$ cat src/rtl/serdesphy_pkg.sv
// ============================================================
// serdesphy_pkg : shared SerDes PHY types and framing constants
// Rev 1.0
// ============================================================
`default_nettype none

package serdesphy_pkg;

  typedef enum logic [1:0] {
    DESER_IDLE   = 2'd0,
    DESER_HUNT   = 2'd1,
    DESER_VERIFY = 2'd2,
    DESER_LOCKED = 2'd3
  } deser_state_t;

  // Framing shared with the TX framer
  localparam int unsigned SERDES_WORD_W    = 16;
  localparam int unsigned SERDES_FRAME_LEN = 8;
  localparam logic [15:0] SERDES_SYNC_WORD = 16'hA5C3;

endpackage

`default_nettype wire

$ cat src/rtl/serdesphy_rx_deser_if.sv
// ============================================================
// serdesphy_rx_deser_if : serial-in / parallel-out RX bundle
// Rev 1.0
// ============================================================
`default_nettype none

interface serdesphy_rx_deser_if
  import serdesphy_pkg::*;
#(
  parameter int unsigned WORD_W = SERDES_WORD_W
);

  logic              deser_enable;
  logic              serial_data;
  logic [WORD_W-1:0] rx_data;
  logic              rx_valid;
  logic              deser_lock;
  logic              deser_active;
  logic              deser_error;
  logic [7:0]        sync_err_cnt;

  // master: PMA/PCS side driving the bit stream and consuming words
  modport master (
    output deser_enable, serial_data,
    input  rx_data, rx_valid, deser_lock, deser_active, deser_error, sync_err_cnt
  );

  modport slave (
    input  deser_enable, serial_data,
    output rx_data, rx_valid, deser_lock, deser_active, deser_error, sync_err_cnt
  );

endinterface

`default_nettype wire

$ cat src/rtl/serdesphy_rx_lock_fsm.sv
// ============================================================
// serdesphy_rx_lock_fsm : hunt/verify/lock state machine
// Rev 1.0
// ============================================================
`default_nettype none

module serdesphy_rx_lock_fsm
  import serdesphy_pkg::*;
#(
  parameter int unsigned LOCK_CNT = 3,
  parameter int unsigned MISS_MAX = 2
) (
  input  logic         clk,
  input  logic         rst,
  input  logic         enable,
  input  logic         boundary,
  input  logic         slot0,
  input  logic         sync_match,
  output deser_state_t state,
  output logic         realign,
  output logic         miss_event,
  output logic         deser_lock,
  output logic         deser_error
);

  localparam int unsigned GOOD_W = (LOCK_CNT < 2) ? 1 : $clog2(LOCK_CNT + 1);
  localparam int unsigned MISS_W = (MISS_MAX < 2) ? 1 : $clog2(MISS_MAX + 1);

  deser_state_t      state_q, state_d;
  logic [GOOD_W-1:0] good_cnt_q, good_cnt_d;
  logic [MISS_W-1:0] miss_cnt_q, miss_cnt_d;
  logic              lock_q, lock_d;
  logic              error_q, error_d;

  always_ff @(posedge clk) begin
    if (rst) begin
      state_q    <= DESER_IDLE;
      good_cnt_q <= '0;
      miss_cnt_q <= '0;
      lock_q     <= 1'b0;
      error_q    <= 1'b0;
    end else begin
      state_q    <= state_d;
      good_cnt_q <= good_cnt_d;
      miss_cnt_q <= miss_cnt_d;
      lock_q     <= lock_d;
      error_q    <= error_d;
    end
  end

  always_comb begin
    state_d    = state_q;
    good_cnt_d = good_cnt_q;
    miss_cnt_d = miss_cnt_q;
    realign    = 1'b0;
    miss_event = 1'b0;

    case (state_q)
      DESER_IDLE: state_d = DESER_HUNT;

      DESER_HUNT: begin
        if (sync_match) begin
          realign    = 1'b1;
          good_cnt_d = GOOD_W'(1);
          state_d    = (LOCK_CNT == 1) ? DESER_LOCKED : DESER_VERIFY;
        end
      end

      DESER_VERIFY: begin
        if (boundary && slot0) begin
          if (sync_match) begin
            good_cnt_d = good_cnt_q + 1'b1;
            if (good_cnt_q == GOOD_W'(LOCK_CNT - 1)) begin
              state_d = DESER_LOCKED;
            end
          end else begin
            good_cnt_d = '0;
            state_d    = DESER_HUNT;
          end
        end
      end

      DESER_LOCKED: begin
        if (boundary && slot0) begin
          if (sync_match) begin
            miss_cnt_d = '0;
          end else begin
            miss_event = 1'b1;
            miss_cnt_d = miss_cnt_q + 1'b1;
            if (miss_cnt_q == MISS_W'(MISS_MAX - 1)) begin
              miss_cnt_d = '0;
              good_cnt_d = '0;
              state_d    = DESER_HUNT;
            end
          end
        end
      end

      default: state_d = DESER_IDLE;
    endcase

    // Disable wins over any lock, miss or realign decided above
    if (!enable) begin
      state_d    = DESER_IDLE;
      good_cnt_d = '0;
      miss_cnt_d = '0;
      realign    = 1'b0;
      miss_event = 1'b0;
    end

    lock_d  = (state_d == DESER_LOCKED);
    error_d = miss_event;
  end

  assign state       = state_q;
  assign deser_lock  = lock_q;
  assign deser_error = error_q;

endmodule

`default_nettype wire

$ cat src/rtl/serdesphy_rx_deser.sv
// ============================================================
// serdesphy_rx_deser : RX deserializer and sync-word aligner
// Rev 1.0
// ============================================================
`default_nettype none

module serdesphy_rx_deser
  import serdesphy_pkg::*;
#(
  parameter int unsigned       WORD_W    = SERDES_WORD_W,
  parameter logic [WORD_W-1:0] SYNC_WORD = WORD_W'(SERDES_SYNC_WORD),
  parameter int unsigned       FRAME_LEN = SERDES_FRAME_LEN,
  parameter int unsigned       LOCK_CNT  = 3,
  parameter int unsigned       MISS_MAX  = 2
) (
  input  logic               clk_240m_rx,
  input  logic               rst,
  serdesphy_rx_deser_if.slave rx_if
);

  localparam int unsigned BIT_CNT_W = $clog2(WORD_W);
  localparam int unsigned IDX_W     = $clog2(FRAME_LEN);

  logic [WORD_W-1:0]    sr_q, sr_d;
  logic [BIT_CNT_W-1:0] bit_cnt_q, bit_cnt_d;
  logic [IDX_W-1:0]     word_idx_q, word_idx_d;
  logic [WORD_W-1:0]    rx_data_q, rx_data_d;
  logic                 rx_valid_q, rx_valid_d;
  logic                 active_q, active_d;
  logic [7:0]           err_cnt_q, err_cnt_d;

  deser_state_t fsm_state;
  logic         realign;
  logic         miss_event;
  logic         boundary;
  logic         slot0;
  logic         sync_match;
  logic         running;

  assign running    = rx_if.deser_enable && (fsm_state != DESER_IDLE);
  assign boundary   = (bit_cnt_q == BIT_CNT_W'(WORD_W - 1));
  // word_idx names the last consumed slot, so slot 0 completes when it sits at the end
  assign slot0      = (word_idx_q == IDX_W'(FRAME_LEN - 1));
  assign sync_match = (sr_q == SYNC_WORD);

  serdesphy_rx_lock_fsm #(
    .LOCK_CNT (LOCK_CNT),
    .MISS_MAX (MISS_MAX)
  ) u_lock_fsm (
    .clk         (clk_240m_rx),
    .rst         (rst),
    .enable      (rx_if.deser_enable),
    .boundary    (boundary),
    .slot0       (slot0),
    .sync_match  (sync_match),
    .state       (fsm_state),
    .realign     (realign),
    .miss_event  (miss_event),
    .deser_lock  (rx_if.deser_lock),
    .deser_error (rx_if.deser_error)
  );

  always_comb begin
    sr_d       = '0;
    bit_cnt_d  = '0;
    word_idx_d = '0;
    rx_valid_d = 1'b0;
    rx_data_d  = rx_data_q;
    err_cnt_d  = err_cnt_q;
    active_d   = running;

    if (running) begin
      sr_d = {sr_q[WORD_W-2:0], rx_if.serial_data};
      if (realign) begin
        bit_cnt_d  = '0;
        word_idx_d = '0;
      end else if (boundary) begin
        bit_cnt_d  = '0;
        word_idx_d = slot0 ? '0 : word_idx_q + 1'b1;
      end else begin
        bit_cnt_d  = bit_cnt_q + 1'b1;
        word_idx_d = word_idx_q;
      end
      rx_valid_d = (fsm_state == DESER_LOCKED) && boundary && !slot0;
    end

    if (rx_valid_d) begin
      rx_data_d = sr_q;
    end
    if (miss_event && (err_cnt_q != 8'hFF)) begin
      err_cnt_d = err_cnt_q + 8'd1;
    end
  end

  always_ff @(posedge clk_240m_rx) begin
    if (rst) begin
      sr_q       <= '0;
      bit_cnt_q  <= '0;
      word_idx_q <= '0;
      rx_data_q  <= '0;
      rx_valid_q <= 1'b0;
      active_q   <= 1'b0;
      err_cnt_q  <= '0;
    end else begin
      sr_q       <= sr_d;
      bit_cnt_q  <= bit_cnt_d;
      word_idx_q <= word_idx_d;
      rx_data_q  <= rx_data_d;
      rx_valid_q <= rx_valid_d;
      active_q   <= active_d;
      err_cnt_q  <= err_cnt_d;
    end
  end

  assign rx_if.rx_data      = rx_data_q;
  assign rx_if.rx_valid     = rx_valid_q;
  assign rx_if.deser_active = active_q;
  assign rx_if.sync_err_cnt = err_cnt_q;

endmodule

`default_nettype wire

$ cat src/flat_wrapper.sv
// flat-port wrapper written by rule: the top's interface ports become plain ports
module serdesphy_rx_deser_flat import serdesphy_pkg::*;
#(
  parameter int unsigned       WORD_W    = SERDES_WORD_W,
  parameter logic [WORD_W-1:0] SYNC_WORD = WORD_W'(SERDES_SYNC_WORD),
  parameter int unsigned       FRAME_LEN = SERDES_FRAME_LEN,
  parameter int unsigned       LOCK_CNT  = 3,
  parameter int unsigned       MISS_MAX  = 2
)
  (clk_240m_rx, rst, rx_if_deser_enable, rx_if_serial_data, rx_if_rx_data, rx_if_rx_valid, rx_if_deser_lock, rx_if_deser_active, rx_if_deser_error, rx_if_sync_err_cnt);
  serdesphy_rx_deser_if #(.WORD_W(WORD_W)) rx_if_i ();
  input  logic clk_240m_rx;
  input  logic rst;
  input wire logic [$bits(rx_if_i.deser_enable)-1:0] rx_if_deser_enable;
  input wire logic [$bits(rx_if_i.serial_data)-1:0] rx_if_serial_data;
  output wire logic [$bits(rx_if_i.rx_data)-1:0] rx_if_rx_data;
  output wire logic [$bits(rx_if_i.rx_valid)-1:0] rx_if_rx_valid;
  output wire logic [$bits(rx_if_i.deser_lock)-1:0] rx_if_deser_lock;
  output wire logic [$bits(rx_if_i.deser_active)-1:0] rx_if_deser_active;
  output wire logic [$bits(rx_if_i.deser_error)-1:0] rx_if_deser_error;
  output wire logic [$bits(rx_if_i.sync_err_cnt)-1:0] rx_if_sync_err_cnt;
  assign rx_if_i.deser_enable = rx_if_deser_enable;
  assign rx_if_i.serial_data = rx_if_serial_data;
  assign rx_if_rx_data = rx_if_i.rx_data;
  assign rx_if_rx_valid = rx_if_i.rx_valid;
  assign rx_if_deser_lock = rx_if_i.deser_lock;
  assign rx_if_deser_active = rx_if_i.deser_active;
  assign rx_if_deser_error = rx_if_i.deser_error;
  assign rx_if_sync_err_cnt = rx_if_i.sync_err_cnt;
  serdesphy_rx_deser #(.WORD_W(WORD_W), .SYNC_WORD(SYNC_WORD), .FRAME_LEN(FRAME_LEN), .LOCK_CNT(LOCK_CNT), .MISS_MAX(MISS_MAX)) u_core (.clk_240m_rx(clk_240m_rx), .rst(rst), .rx_if(rx_if_i));
endmodule
$ cat config.mk
export PLATFORM = sky130hd
export DESIGN_NAME = serdesphy_rx_deser_flat
export DESIGN_NICKNAME = d
export VERILOG_FILES = /design/src/rtl/serdesphy_pkg.sv /design/src/rtl/serdesphy_rx_deser_if.sv /design/src/rtl/serdesphy_rx_lock_fsm.sv /design/src/rtl/serdesphy_rx_deser.sv /design/src/flat_wrapper.sv
export SDC_FILE = /design/constraint.sdc
export NUM_CORES = 1
export LEC_CHECK = 0
export CORE_MARGIN = 2
export CORE_UTILIZATION = 40
export CTS_CLUSTER_DIAMETER = 60
export CTS_CLUSTER_SIZE = 24
export DETAILED_ROUTE_END_ITERATION = 8
export GPL_TIMING_DRIVEN = 0
export PLACE_DENSITY = 0.71
export SYNTH_ARGS = -nofsm -noshare
export SYNTH_HDL_FRONTEND = slang
export SYNTH_HIERARCHICAL = 1
export SYNTH_SLANG_ARGS = --single-unit
$ cat constraint.sdc
create_clock -name clk_240m_rx -period 2.58 [get_ports clk_240m_rx]
set_clock_uncertainty 0.1 [all_clocks]
set_input_delay 0.387 -clock clk_240m_rx [delete_from_list [all_inputs] [get_ports clk_240m_rx]]
set_output_delay 0.387 -clock clk_240m_rx [all_outputs]
set_load 0.03 [all_outputs]
==> results of run 1 <==
[sequential cells by signal, indices dropped and copies added, names as in the netlist]
signal                         count
u_core/rx_if.rx_data              16
u_core/sr_q                       16
u_core/rx_if.sync_err_cnt          8
u_core/bit_cnt_q                   4
u_core/word_idx_q                  3
u_core/u_lock_fsm/good_cnt_q       2
u_core/u_lock_fsm/miss_cnt_q       2
u_core/u_lock_fsm/state            2
u_core/rx_if.deser_active          1
u_core/rx_if.rx_valid              1
u_core/u_lock_fsm/deser_error      1
u_core/u_lock_fsm/deser_lock       1
[metrics by stage]
stage / std cells / util, %
2_1_floorplan: 242 / -
3_3_place_gp: 348 / 47.6
3_5_place_dp: 348 / 47.6
4_1_cts: 364 / 51.4
5_1_grt: 364 / 51.7
6_report: 364 / 51.7
[worst max-delay path: stages, from the launching register on]
cell and delay, ps:
dfxtp_1 360, ha_1 240, nand3_4 140, inv_1 250, nand3_2 220, nor3b_4 310
nand4_1 180, o311ai_0 370, o41ai_1 130
[placed cells by master, fill, tap and decap left out, drive strengths merged, types with 2 or more instances in the layout]
| cell | instances |
|---|---|
| clkinvlp | 2 |
| nor2 | 14 |
| clkbuf | 14 |
| nor4 | 3 |
| and2 | 16 |
| mux2 | 2 |
| and4 | 4 |
| or4 | 2 |
| clkinv | 2 |
| nor3 | 10 |
| inv | 6 |
| a21oi | 6 |
| nand2 | 41 |
| dfxtp | 57 |
| buf | 5 |
| nor3b | 3 |
| or3 | 2 |
| ha | 9 |
| a31oi | 2 |
| nor2b | 4 |
| nand4 | 3 |
| mux2i | 20 |
| clkdlybuf4s50 | 31 |
| a211oi | 4 |
| nand3 | 7 |
| and3 | 3 |
[layer usage]
| layer | up-vias | global-route usage, % |
|---|---|---|
| li1 | 931 | - |
| met1 | 889 | 18.9 |
| met2 | 40 | 25.6 |
| met3 | 4 | 7.67 |
| met4 | 0 | 5.59 |
| met5 | - | 0 |
[layout make-up]
| class | instances | share of cell area (%) |
|---|---|---|
| Clock buffer | 11 | 5.04 |
| Sequential cell | 57 | 38.0 |
| Inverter | 6 | 0.750 |
| Buffer | 8 | 1.58 |
| Timing Repair Buffer | 31 | 10.3 |
| Clock inverter | 5 | 2.08 |
| Multi-Input combinational cell | 171 | 39.1 |
| Tap cell | 75 | 3.12 |
[cell families after synthesis]
group | after synthesis | share of synthesized area, %
compound gates | 21 | 6.98
xor+xnor | 2 | 0.741
flops | 57 | 48.3
simple gates | 117 | 26.9
fa+ha+maj | 9 | 4.76
buf+inv | 14 | 2.96
mux | 22 | 9.42
[report_power, final]
group	leakage (nW)	total (mW)	switching, mW	internal (mW)
Sequential	0.459	0.885	0.00302	0.882
Clock	0.102	0.869	0.366	0.503
Combinational	0.499	0.0439	0.0289	0.0150
Total	1.06	1.80	0.398	1.40
[worst paths after layout]
| kind | from | endpoint | slack, ps |
|---|---|---|---|
| worst max-delay path | u_core/bit_cnt_q[0]$_SDFF_PP0_ | u_core/rx_if.sync_err_cnt[5]$_SDFFE_PP0P_ | 160 |
| worst min-delay path | u_core/rx_if.rx_data[5]$_SDFFE_PP0P_ | u_core/rx_if.rx_data[5]$_SDFFE_PP0P_ | 360 |
| worst max register to register | u_core/bit_cnt_q[0]$_SDFF_PP0_ | u_core/rx_if.sync_err_cnt[5]$_SDFFE_PP0P_ | 160 |
| worst min register to register | u_core/rx_if.rx_data[5]$_SDFFE_PP0P_ | u_core/rx_if.rx_data[5]$_SDFFE_PP0P_ | 360 |
[repair_timing]
item,4_1_cts,5_1_grt
setup buffers,0,0
setup endpoints to repair,2,5
pin swaps,0,0
gates resized for setup,1,3
==> summary.md, run 1 <==
The count of buffers added on input and output ports is 31. Setup violations remaining at the end of the flow were counted as 0. TritonCTS built the clock tree. In this run the worst path has a maximum fanout of 7.

The share of post-route cells with drive strength above 1 is 10.7%. The synthesized design contains 57 register bits. The run gives 65.8% as the relative max-transition margin. Using the TritonRoute via totals, the vias-per-cell ratio works out to 5.12. Across all layers, the routed design uses 1864 vias.

The number of violations of the max-capacitance limit came out at 0. For this run, the top clock speed supported by timing is 413 MHz. In the final layout, the multi-input gates occupy 1170 um2. Power spread over the standard cell area amounts to 599 nW/um2.

After routing the design area is 3000 um2. The critical path startpoint category is a register. Registers take 1140 um2. The top cell type by area accounts for 48.3% of the synthesized area. The routed design has 4770 um of wire. In the final routing, the length of wire on met1 measures 2230 um.

The most common cell in the netlist was dfxtp_1. The number of instances in the synthesized netlist is 242, and the post-placement cell area is 2770 um2. The number of nets handed over by synthesis was 255. The final layout net count is 297, and the die height is 80.9 um. The cell sitting at the root of the clock tree is a clkbuf_8. The pin count of the biggest net entering global routing came out at 12. The count of pins over their slew limit came out at 0. Setup repair after global routing left no endpoint under its margin.

Prior to clock tree synthesis, the placed netlist has a worst setup slack of -15.9 ps. Clock-pin slew was measured on the worst setup and hold paths at 70 ps. For the detailed-placement wirelength estimate, the log shows 3250 um. The run gives 2680 ps as the critical path required time.

The share of the cycle needed by the critical path after routing is 93.9%. Counting instances, the worst hold path has a depth of 2. The wire length on met2 came out at 2250 um. The run finished with clean final reports. The count of standard-cell rows is 28.

Yosys printed 6 warnings. Sorting the synthesized cells by area gives the leading types as dfxtp_1, mux2i_1, nand2_1. Across all setup checks in the final design, the least slack found is 156 ps. For this design the static power due to leakage is 1.06 nW. Counting flops with a built-in enable in the synthesized netlist gives 0. Global routing consumed, over all layers together, 16.1% of the routing resources. The total iterations of the first detailed-routing run is 4, and the initial antenna violation count is 0.

In the synthesized netlist the dominant register cell turns out to be dfxtp_1. The placer congestion estimate was 0.837. The top cell type by total area after synthesis was dfxtp_1.

The classification of the worst setup path was reg2reg. The overall power is 1.80 mW, and the fill cell instance count of the final layout is 565. The area growth from synthesis to layout was 27.0%; the die width was 80.9 um.

The shortest period the worst path allows was 2420 ps. The logs give 57 for the total clock sinks and 44 for the iteration-0 DRC count of the detailed router. Measured in cells, the most critical reg-to-reg path has a length of 8. The detail route stage leaves a number of antenna-violating nets equal to 0. Counting along the longest clock path gives a buffer depth of 2. The run gives 242 um as the detailed-routed wire length on met3. The cell area that synthesis handed to floorplanning was 2360 um2. For the number of hold-repair buffers added at the cts stage, the log shows 0.

The I/O pin count is 32, and the later-pin clock latency in the skew report is 340 ps. Total count of hold-check failures in the final report: 0. The tools report the number of global-route vias before repair as 1738. The repair_antennas step left the layout with diodes totalling 0.

After routing, the total negative slack on setup checks comes to 0 ps. Routed signal wires occupy layers up through met4. STA classifies the critical path endpoint as a register. CTS built an H-tree with a depth of 3. IR analysis of the VDD net gives a maximum drop of 0.415 mV. Synthesis instantiated 45 different standard cells from the library.

After detailed routing, the number of remaining DRC violations is 0. For the global-route wire length before repair, the log shows 7850 um. The routed wire length per instance works out to 13.1 um.

In this run the worst hold path is classified as reg2reg. The tightest hold path in the finished design has a slack of 361 ps. Sorting the synthesized cells by how often they occur yields dfxtp_1, nand2_1, mux2i_1. At the worst endpoint, the arrival time is 2530 ps. For the pin with the worst max-slew slack, the measured transition is 512 ps. Overall die area: 6540 um2. Counting the buffers created by CTS gives 9.

The sum of overflow across all layers after global routing was 0; the async set or reset register ratio after synthesis was 0%. For this configuration, the core starts out at a cell density of 40.7%. The average cell area after synthesis came out at 9.77 um2. The area of the core region was 5820 um2.

The share of the Yosys chip area taken by registers is 48.3%.
(Power assumes the default switching activity.)
==> run 2: changes to the inputs <==
ABC_AREA = 1   (was default)
==> summary.md, run 2 <==
TritonCTS built the clock tree. The total number of H-tree levels was 3 (unchanged); the count of pins over their slew limit was 0 (unchanged). Among all flip-flop cells after synthesis, the most frequent one is dfxtp_1. The flow ran to the end, and the final reports show no timing, DRC or antenna violations.

Adder and majority cell fraction of the synthesized area: 4.46% (-0.30 points). Setup repair after global routing left no endpoint under its margin. Of all cell types, the one taking the most synthesized area is dfxtp_1.

The overall die area is 6960 um2 (+6.3%), and the complex-gate fraction of the synthesized area is 6.85% (-0.14 points). The number of instances in the synthesized netlist was 335 (+38%); the relative max-transition margin was 67.0% (+1.2 points). The die height works out to 83.4 um (+3.1%).

The share of the cycle needed by the critical path after routing came out at 88.1% (-5.9 points). For the I/O pin count, the log shows 32 (unchanged). In this run the worst hold path is classified as reg2reg. Sorting the synthesized cells by area gives the leading types as dfxtp_1, nor2_1, nand2_1. The logs give 42.1% (+1.4 points) for the initial core utilization and 0.814 (-2.8%) for the placer congestion estimate.

The largest buffer count on any clock path was 2 (unchanged). The arrival time of the worst setup path is 2450 ps (-80 ps), and the post-synthesis register bit count is 57 (unchanged). Remaining antenna violation count: 0 (unchanged).

Among the stages of the critical path, the cell type that occurs most often is nand2_1. The critical path in this run is classified as reg2reg. Endpoint of the lowest-slack register-to-register path: u_core/rx_if.sync_err_cnt[7]$_SDFFE_PP0P_. The flop-to-flop setup slack is 310 ps (+150 ps), and the initial antenna violation count is 0 (unchanged). The worst setup path endpoint was u_core/rx_if.sync_err_cnt[7]$_SDFFE_PP0P_.

The synthesized-area fraction occupied by and/or/nand/nor cells came out at 31.6% (+4.8 points). The combinational family with the most area after synthesis was simple AND/OR/NAND/NOR gates. The number of hold-repair buffers added at the cts stage is 0 (unchanged), and the Yosys warning count is 6 (unchanged).

The setup total negative slack came out at 0 ps (unchanged). The clock-pin transition on the worst setup and hold timing paths works out to 70 ps (about the same). Cell with the biggest individual delay on the critical path: dfxtp_1. The async set or reset register ratio after synthesis is 0% (unchanged).

The final layout net count is 390 (+31%). The largest vdd supply drop is 0.334 mV (-19%). The die width works out to 83.4 um (+3.1%). The final wirelength was 4880 um (+2.4%).

In this run the critical register-to-register path is launched from u_core/bit_cnt_q[0]$_SDFF_PP0_. Maximum clock frequency: 440 MHz (+6.7%). The cell count of the worst reg-to-reg path was 14 (+6); the transition time at the pin with the least slew margin was 494 ps (-17.9 ps).

The xor-xnor portion of the synthesized cell area is 0.694% (-0.046 points), and the post-route DRC violation count is 0 (unchanged). The run gives 0 (unchanged) as the sum of overflow across all layers after global routing. For the area used by multi-input combinational logic, the log shows 1100 um2 (-6.1%). The ratio of total power to cell area works out to 564 nW/um2 (-5.7%). The later-pin clock latency in the skew report was 340 ps (about the same). Compared with the post-synthesis result, the final layout area differs by 23.8%. The run gives 0 (unchanged) as the count of final setup violators. The critical path required time was 2760 ps (+80 ps). The global router's overall resource usage is 14.9% (-1.2 points). The count of different cell masters after synthesis is 27 (-40%), and the mean number of vias per cell is 4.68 (-8.7%). The buffer type at the clock tree root was clkbuf_8. The tools report the number of buffers created by CTS as 9 (unchanged). The most common library cell in the layout ignoring fill and taps is nor2_1. The count of standard-cell rows came out at 28 (unchanged). In the layout the commonest cells are nor2_1, nand2_1, dfxtp_1, inv_1, clkdlybuf4s50_1. The number of enable-type register cells in the synthesized netlist works out to 0 (unchanged). The shortest period the worst path allows is 2270 ps (-152 ps).

The critical path starts at u_core/bit_cnt_q[0]$_SDFF_PP0_. The worst setup path is captured at a register. For the minimum setup slack after placement, the log shows 242 ps (+258 ps). The total number of vias was 2133 (+14%); the combined flip-flop and latch cell area was 1140 um2 (unchanged). For the total count of hold-check failures in the final report, the log shows 0 (unchanged). Largest incremental delay on the critical path: 350 ps (-20 ps). The worst-path maximum fanout is 9 (+2).

The pin count of the biggest net entering global routing was 11 (-1). The detailed-placement wirelength estimate came out at 3470 um (+6.8%). Counting instances in the post-synthesis netlist gives the leading cell types as nor2_1, nand2_1, dfxtp_1. The area share of the largest cell type after synthesis is 45.2% (-3.0 points), and the average cell area after synthesis is 7.53 um2 (-23%).

The routed wire length per instance is 10.7 um (-18%), and the netlist area before placement is 2520 um2 (+6.7%). In the post-synthesis netlist, the cell with the most instances is nor2_1. The tools report the static leakage as 1.24 nW (+17%). The share of the yosys chip area belonging to registers is 45.2% (-3.0 points), and the global-route wire length before repair is 8220 um (+4.7%). Portion of netlist area occupied by mux cells: 0% (-9.4 points).

The critical path startpoint category was a register. Area of the core region: 5990 um2 (+3.0%). The iteration-0 DRC count of the detailed router came out at 68 (+55%). The antenna diode instance count was 0 (unchanged); the total clock sinks was 57 (unchanged). The port buffer count was 31 (unchanged). The number of violations of the max-capacitance limit was 0 (unchanged). For the fill cell instance count of the final layout, the log shows 592 (+4.8%). Traced cell by cell, the critical path runs through ha_1 -> nand3_4 -> inv_1 -> nand2_1 -> nor2_4 -> inv_2 -> nor3_1 -> buf_4 -> nand2_1 -> nor2_2 -> nand3_1 -> nand2_1 -> inv_1 -> nor2_1.

Total iterations of the first detailed-routing run: 4 (unchanged). The total nets after synthesis was 348 (+36%); the number of global-route vias before repair was 1891 (+8.8%). The share of post-route cells with drive strength above 1 was 10.8% (+0.035 points). The tools report the final setup slack of the worst path as 308 ps (+152 ps).
-- run 2: how the worst min path moves through the flow --
stage | end | from | slack, ps | depth (start not counted)
2_1_floorplan | u_core/bit_cnt_q[0]$_SDFF_PP0_ | u_core/bit_cnt_q[0]$_SDFF_PP0_ | 320 | 1
3_3_place_gp | u_core/bit_cnt_q[0]$_SDFF_PP0_ | u_core/bit_cnt_q[0]$_SDFF_PP0_ | 330 | 1
3_5_place_dp | u_core/sr_q[9]$_SDFF_PP0_ | u_core/sr_q[8]$_SDFF_PP0_ | 350 | 2
4_1_cts | u_core/sr_q[9]$_SDFF_PP0_ | u_core/sr_q[8]$_SDFF_PP0_ | 350 | 2
5_1_grt | u_core/sr_q[7]$_SDFF_PP0_ | u_core/sr_q[6]$_SDFF_PP0_ | 370 | 2
6_report | u_core/sr_q[9]$_SDFF_PP0_ | u_core/sr_q[8]$_SDFF_PP0_ | 340 | 2
-- run 2: repair_timing --
| item | 4_1_cts | 5_1_grt |
|---|---|---|
| setup buffers | 0 | 0 |
| endpoints found under the setup margin | 0 | 1 |
| resized for setup | 0 | 1 |
-- run 2: layer usage --
metal | GRT usage, % | up-vias | wire length [um]
met4 | 7.92 | 0 | 78
met5 | 0 | - | 0
met1 | 18.6 | 949 | 2440
met3 | 4.97 | 8 | 226
met2 | 22.7 | 35 | 2140
li1 | - | 1141 | -
-- run 2: cells by family after synthesis --
group / count (synthesis)
adders and majority gates: 9
xor gates and xnor gates: 2
AOI/OAI and AO/OA: 32
buffers and inverters: 58
and+or+nand+nor: 177
DFF: 57
-- run 2: stage by stage --
stage / instance area (um2) / power (mW) / hold WS, ps / util, % / std cells
3_3_place_gp: 2930 / 0.962 / 333 / 48.9 / 441
6_report: 3120 / 1.76 / 342 / 52.1 / 456
2_1_floorplan: 2520 / 0.945 / 318 / - / 335
4_1_cts: 3120 / 1.78 / 349 / 52.1 / 456
3_5_place_dp: 2930 / 0.962 / 346 / 48.9 / 441
5_1_grt: 3120 / 1.84 / 370 / 52.1 / 456
-- run 2: cell type report --
class,instances,share of cell area (%)
Tap cell,75,3.00
Sequential cell,57,36.5
Buffer,11,3.33
Clock inverter,5,1.80
Inverter,47,5.65
Timing Repair Buffer,31,9.94
Multi-Input combinational cell,220,35.3
Clock buffer,10,4.41
-- run 2: power by group --
| group | total [mW] | switching (mW) | internal, mW |
|---|---|---|---|
| logic | 0.0580 | 0.0354 | 0.0226 |
| clock network | 0.820 | 0.355 | 0.464 |
| registers | 0.884 | 0.00211 | 0.882 |
-- run 2: worst max-delay path: cells and delay by family, from the launching register on --
family	cells	cell delay, ps
AND/OR/NAND/NOR	9	1100
adder cells (fa/ha/maj)	1	240
buffers and inverters	4	420
flip-flops	1	350
